## config.mk

```make
export PLATFORM = sky130hd
export DESIGN_NAME = tile_lane_engine
export DESIGN_NICKNAME = d
export VERILOG_FILES = /design/src/rtl/tile_lane_engine.sv
export SDC_FILE = /design/constraint.sdc
export NUM_CORES = 1
export LEC_CHECK = 0
export CORE_MARGIN = 5
export CORE_UTILIZATION = 62
export CTS_BUF_LIST = sky130_fd_sc_hd__clkbuf_8
export CTS_CLUSTER_SIZE = 25
export DETAILED_ROUTE_END_ITERATION = 10
export PLACE_DENSITY = 0.87
export SLEW_MARGIN = 10
export SYNTH_ARGS = -nofsm -noshare
export SYNTH_HDL_FRONTEND = slang
export SYNTH_SLANG_ARGS = --single-unit
```

## constraint.sdc

```tcl
create_clock -name pixel_clk -period 11.4 [get_ports pixel_clk]
set_input_delay 2.28 -clock pixel_clk [delete_from_list [all_inputs] [get_ports pixel_clk]]
set_output_delay 2.28 -clock pixel_clk [all_outputs]
set_load 0.005 [all_outputs]
```

## src/rtl/tile_lane_engine.sv

```systemverilog
// tile_lane_engine: scrolling-tile game core (lane judging, score, speed ramp, pixel flags); TILES_LIVES_EN adds lives.
// Latency: game state reacts one cycle after the causing input; pix_* are registered one cycle after DrawX/DrawY.
// Backpressure: none; vs edges, start and key strobes are consumed in the cycle they arrive.
module tile_lane_engine #(
  parameter int          LANES           = 5,
  parameter int          ROWS            = 4,
  parameter int          ROW_H           = 120,
  parameter int          LANE_W          = 128,
  parameter int          SPEED_INIT      = 1,
  parameter int          SPEED_INC       = 2,
  parameter int          SPEED_MAX       = 12,
  parameter int          SPEED_STEP_ROWS = 5,
  parameter int          SCORE_W         = 10,
  parameter int          LIVES_INIT      = 3,
  parameter logic [7:0]  LFSR_SEED       = 8'hA5,
  localparam int         LW              = (LANES > 1) ? $clog2(LANES) : 1
) (
  input  logic               pixel_clk,
  input  logic               Reset,
  input  logic               vs,
  input  logic               start,
  input  logic               key_valid,
  input  logic [LW-1:0]      key_lane,
  input  logic [9:0]         DrawX,
  input  logic [9:0]         DrawY,
  output logic [1:0]         state,
  output logic [SCORE_W-1:0] score,
  output logic [4:0]         speed,
  output logic [1:0]         lives,
  output logic               pix_tile,
  output logic               pix_hit,
  output logic               pix_grid
);

  localparam logic [1:0] S_IDLE = 2'd0;
  localparam logic [1:0] S_RUN  = 2'd1;
  localparam logic [1:0] S_OVER = 2'd2;
  localparam int OW = $clog2(ROW_H + 32);
  localparam int RW = $clog2(SPEED_STEP_ROWS + 1);
  localparam int LB = $clog2(LANE_W);

`ifdef TILES_LIVES_EN
  localparam bit LIVES_EN = 1'b1;
`else
  localparam bit LIVES_EN = 1'b0;
`endif
  // Without the lives feature the counter never leaves zero.
  localparam logic [1:0] LIVES_RST = LIVES_EN ? 2'(LIVES_INIT) : 2'd0;

  logic [1:0]         state_r;
  logic [SCORE_W-1:0] score_r;
  logic [4:0]         speed_r;
  logic [1:0]         lives_r;
  logic [OW-1:0]      offset_r;
  logic [RW-1:0]      ramp_r;
  logic [7:0]         lfsr_r;
  logic               vs_q;
  logic [LW-1:0]      ent_lane [0:ROWS];
  logic               ent_hit  [0:ROWS];

  logic          tick, shift, hit_now, key_wrong, miss, err, fatal;
  logic [OW-1:0] off_nxt;
  logic [5:0]    spd_inc;
  logic [7:0]    lfsr_nxt;
  logic [LW-1:0] new_lane;

  assign tick      = vs & ~vs_q;
  assign off_nxt   = offset_r + OW'(speed_r);
  assign shift     = tick && (off_nxt >= OW'(ROW_H));
  assign hit_now   = key_valid && (key_lane == ent_lane[ROWS]) && !ent_hit[ROWS];
  assign key_wrong = key_valid && (key_lane != ent_lane[ROWS]);
  // A correct key landing on the shift cycle rescues the departing row.
  assign miss      = shift && !(ent_hit[ROWS] || hit_now);
  assign err       = key_wrong || miss;
  assign fatal     = err && (!LIVES_EN || (lives_r == 2'd1));
  assign spd_inc   = {1'b0, speed_r} + 6'(SPEED_INC);
  assign lfsr_nxt  = {1'b0, lfsr_r[7:1]} ^ (lfsr_r[0] ? 8'hB8 : 8'h00);
  assign new_lane  = LW'(lfsr_r % 8'(LANES));

  always_ff @(posedge pixel_clk) begin
    if (Reset) begin
      state_r  <= S_IDLE;
      score_r  <= '0;
      speed_r  <= '0;
      lives_r  <= LIVES_RST;
      offset_r <= '0;
      ramp_r   <= '0;
      lfsr_r   <= LFSR_SEED;
      vs_q     <= 1'b0;
      for (int r = 0; r <= ROWS; r++) begin
        ent_lane[r] <= LW'(r % LANES);
        ent_hit[r]  <= 1'b0;
      end
    end else begin
      vs_q   <= vs;
      lfsr_r <= lfsr_nxt;
      case (state_r)
        S_IDLE: begin
          if (start) begin
            state_r <= S_RUN;
            speed_r <= 5'(SPEED_INIT);
          end
        end
        S_RUN: begin
          if (fatal) begin
            state_r <= S_OVER;
            speed_r <= '0;
            lives_r <= '0;
          end else begin
            if (err) lives_r <= lives_r - 2'd1;
            if (hit_now) begin
              ent_hit[ROWS] <= 1'b1;
              if (score_r != '1) score_r <= score_r + SCORE_W'(1);
            end
            // The shift is written after the hit so a just-hit bottom row departs.
            if (shift) begin
              offset_r <= off_nxt - OW'(ROW_H);
              for (int r = ROWS; r >= 1; r--) begin
                ent_lane[r] <= ent_lane[r-1];
                ent_hit[r]  <= ent_hit[r-1];
              end
              ent_lane[0] <= new_lane;
              ent_hit[0]  <= 1'b0;
              if (ramp_r == RW'(SPEED_STEP_ROWS - 1)) begin
                ramp_r  <= '0;
                speed_r <= (spd_inc > 6'(SPEED_MAX)) ? 5'(SPEED_MAX) : spd_inc[4:0];
              end else begin
                ramp_r <= ramp_r + RW'(1);
              end
            end else if (tick) begin
              offset_r <= off_nxt;
            end
          end
        end
        S_OVER: begin
          if (start) begin
            state_r  <= S_IDLE;
            score_r  <= '0;
            lives_r  <= LIVES_RST;
            offset_r <= '0;
            ramp_r   <= '0;
            for (int r = 0; r <= ROWS; r++) begin
              ent_lane[r] <= LW'(r % LANES);
              ent_hit[r]  <= 1'b0;
            end
          end
        end
        default: state_r <= S_IDLE;
      endcase
    end
  end

  logic [9:0]    col;
  logic [10:0]   ys, row_idx;
  logic [LW-1:0] sel_lane;
  logic          sel_hit, sel_ok, lane_ok, on_lane, edge_x;

  assign col     = DrawX >> LB;
  assign ys      = {1'b0, DrawY} + 11'(ROW_H) - 11'(offset_r);
  assign row_idx = ys / 11'(ROW_H);
  assign lane_ok = col < 10'(LANES);
  assign edge_x  = (DrawX[LB-1:0] == '0) || (DrawX[LB-1:0] == '1);

  always_comb begin
    sel_lane = '0;
    sel_hit  = 1'b0;
    sel_ok   = 1'b0;
    for (int i = 0; i <= ROWS; i++) begin
      if (row_idx == 11'(i)) begin
        sel_lane = ent_lane[i];
        sel_hit  = ent_hit[i];
        sel_ok   = 1'b1;
      end
    end
  end

  assign on_lane = sel_ok && lane_ok && (10'(sel_lane) == col);

  always_ff @(posedge pixel_clk) begin
    if (Reset) begin
      pix_tile <= 1'b0;
      pix_hit  <= 1'b0;
      pix_grid <= 1'b0;
    end else begin
      pix_tile <= on_lane && !sel_hit;
      pix_hit  <= on_lane && sel_hit;
      pix_grid <= edge_x && lane_ok;
    end
  end

  assign state = state_r;
  assign score = score_r;
  assign speed = speed_r;
  assign lives = lives_r;

endmodule
```

==> out/results.txt <==
Status = finished, final reports clean
TNS Setup = 0 ps
Area delta synth->final = 13.2%
Clock skew = 9.41 ps
CP Launch Type = input port
Placed Cells = 669
Post-synthesis register bit count = 56
GR Overflow Total = 0
Final instance area = 5080 sq um
DRT iter0 DRCs = 191
Max-cap violations = 0
CTS Root Cell = clkbuf_8
Final hold violations = 0
Hold WC Path Type = flop to flop
Max Slew Vio Count = 0
Worst-Margin Slew = 953 ps
Row cnt = 31
Peak Freq = 147 MHz
Die height = 95.1 um
Largest family of logic cells by synthesized area = simple AND/OR/NAND/NOR gates
PortBufs = 47
CTS Hold Bufs = 0
Nets@finish = 638
Yosys warning total = 0
Top FF cell, synth = dfxtp_1
Core Region = 7140 sq um
Initial antenna violation count = 0
Area fraction in compound gates after synthesis = 0.223
Number of synthesized flops with an enable pin = 16
Gpl congestion = 0.937
Worst hold slack = 508 ps
Final min period = 6810 ps
Routed WL per cell = 14.8 um
Critical path endpoint category = flop
Post-CTS Setup Inserts = 0
Number of diodes = 0
Worst endpoint required time = 11650 ps
Multiplexer area fraction after synthesis = 0.0334
Average size of a mapped cell = 8.30 sq um
Layout cells sized above 1 = 0.0709
Post-Synth XOR/XNOR Area = 0.0643
Drt total wl = 10000 um
DP Area = 4990 sq um
DP HPWL = 7840 um
GRT Util Overall = 0.226
Syn Inst Count = 541
Max IR drop VDD = 0.0721 mV
WP data arrival = 7070 ps
Pwr/cell area = 99.3 nW/um^2
Number of iterations in the first detailed-routing pass = 5
Deepest clock path buffer count = 2
Clock latency on the worst-skew pair = 320 ps
Final Cycle Share = 0.597
CP max FO = 9
Critical path class = input port to flop
Largest net degree at the start of global routing = 39
CTS resizes = 0
Simple-Gate Fraction of Synth Area = 0.238
Asr flop ratio synth = 0
Sequential share of the synthesized area = 0.285
Synth cell types = 83
Clk slew on worst S/H paths = 110 ps
Max-slew headroom = 0.363
Clk sinks = 56
DRC = 0
Synth Cell Area = 4490 sq um
Global-route wire length before repair = 16800 um
CTS Buf Count = 5
# setup viols final = 0
H-tree level count = 2
P_leak = 2.00 nW
Via count = 4022
Top-level port count = 50
Initial core utilization = 0.629
Die width = 95.1 um
Die area = 9050 sq um
Total power = 0.000505 W
Final ANT Viol Nets = 0
Via/cell ratio = 5.94
CTS tree = built
Synth Area in Adders = 0.0975
Unrepaired setup endpoints after global routing = no
Finished Layout Cells = 677
Vias in the first global route = 3826
kinds of logic (layout without fill, tap and decap cells):
family | count (synthesis) | after routing
adders and majority gates | 34 | 34
DFF | 56 | 56
other | 1 | 2
AOI/OAI and AO/OA | 139 | 139
muxes | 15 | 15
xor gates and xnor gates | 33 | 33
and+or+nand+nor | 204 | 204
buffers and inverters | 59 | 95
sequential cells by signal, indices dropped and copies added (netlist names):
name      flops
ent_hit       1
ent_lane     15
lfsr_r        8
offset_r      8
pix_grid      1
pix_hit       1
pix_tile      1
ramp_r        3
score        10
speed         5
state         2
vs_q          1
per-layer routing:
metal | routed length [um] | GRT usage | vias up
li1 | - | - | 2027
met2 | 4890 | 0.397 | 108
met1 | 4410 | 0.286 | 1874
met4 | 138 | 0.0601 | 0
met5 | 0 | 0 | -
met3 | 596 | 0.0379 | 13
critical path: stages:
cell	delay, ps
clkdlybuf4s50_1	420
ha_1	300
ha_1	240
fa_1	460
a211o_1	330
and4_1	210
a311o_1	420
o211a_1	190
or4_4	600
o31ai_1	310
mux2i_1	250
nor4_2	60
or4_1	490
a211o_1	340
nor3_2	170
Yosys cell counts (8+ instances only):
library cell,instances,share of area
ha_1,31,0.086
nand3_1,15,0.017
xnor2_1,25,0.049
dfxtp_1,40,0.18
nor3_1,14,0.016
mux2i_1,15,0.033
edfxtp_1,16,0.11
nor2_1,56,0.047
inv_1,38,0.032
or3_1,10,0.014
clkbuf_1,15,0.013
nor2b_1,15,0.021
nand2_1,38,0.032
a21oi_1,28,0.031
and2_1,8,0.011
o21ai_0,20,0.022
xor2_1,8,0.016
a211oi_1,9,0.015
metrics by stage:
step | setup slack, ps | utilization
after floorplan | 4870 | -
after global placement | 4410 | 0.699
after detailed placement | 4260 | 0.699
after CTS | 4590 | 0.712
after global routing | 4380 | 0.712
final | 4590 | 0.712
path summary, 6_finish.rpt:
path,startpoint,to,slack [ps],depth (start not counted)
worst min-delay path,score[6],score[6],510,2
worst min register to register,score[6],score[6],510,2
worst max-delay path,DrawY[1],pix_tile,4590,15
worst max register to register,offset_r[1],pix_tile,6510,15
area by class of cell:
type / count / area (sq um)
Multi-Input combinational cell: 427 / 2960
Sequential cell: 56 / 1280
Tap cell: 99 / 124
Fill cell: 581 / 2050
Clock inverter: 3 / 26.3
Clock buffer: 5 / 68.8
Timing Repair Buffer: 49 / 485
Inverter: 38 / 143
layout by cell type, fill, tap and decap left out, drive strengths merged, types with 6 or more instances in the layout:
cell type,count
clkdlybuf4s50,47
or2,7
a211oi,9
nand4,6
a21o,7
nor3,15
o21ai,25
or3,10
ha,31
nor2b,15
inv,39
a31oi,6
o21bai,6
and2,10
a21oi,29
xnor2,25
mux2i,15
nand2b,7
nor2,56
o31ai,7
xor2,8
edfxtp,16
nand3,15
dfxtp,40
o211ai,6
nand2,38
report_power, final:
group | leakage (nW) | switching, W | internal (W) | total [W]
clock | 0.0423 | 0.0000717 | 0.0000449 | 0.000117
combinational | 1.49 | 0.0000941 | 0.0000759 | 0.000170
sequential | 0.474 | 0.00000818 | 0.000210 | 0.000218
total | 2.00 | 0.000174 | 0.000331 | 0.000505
(Power assumes the default switching activity.)
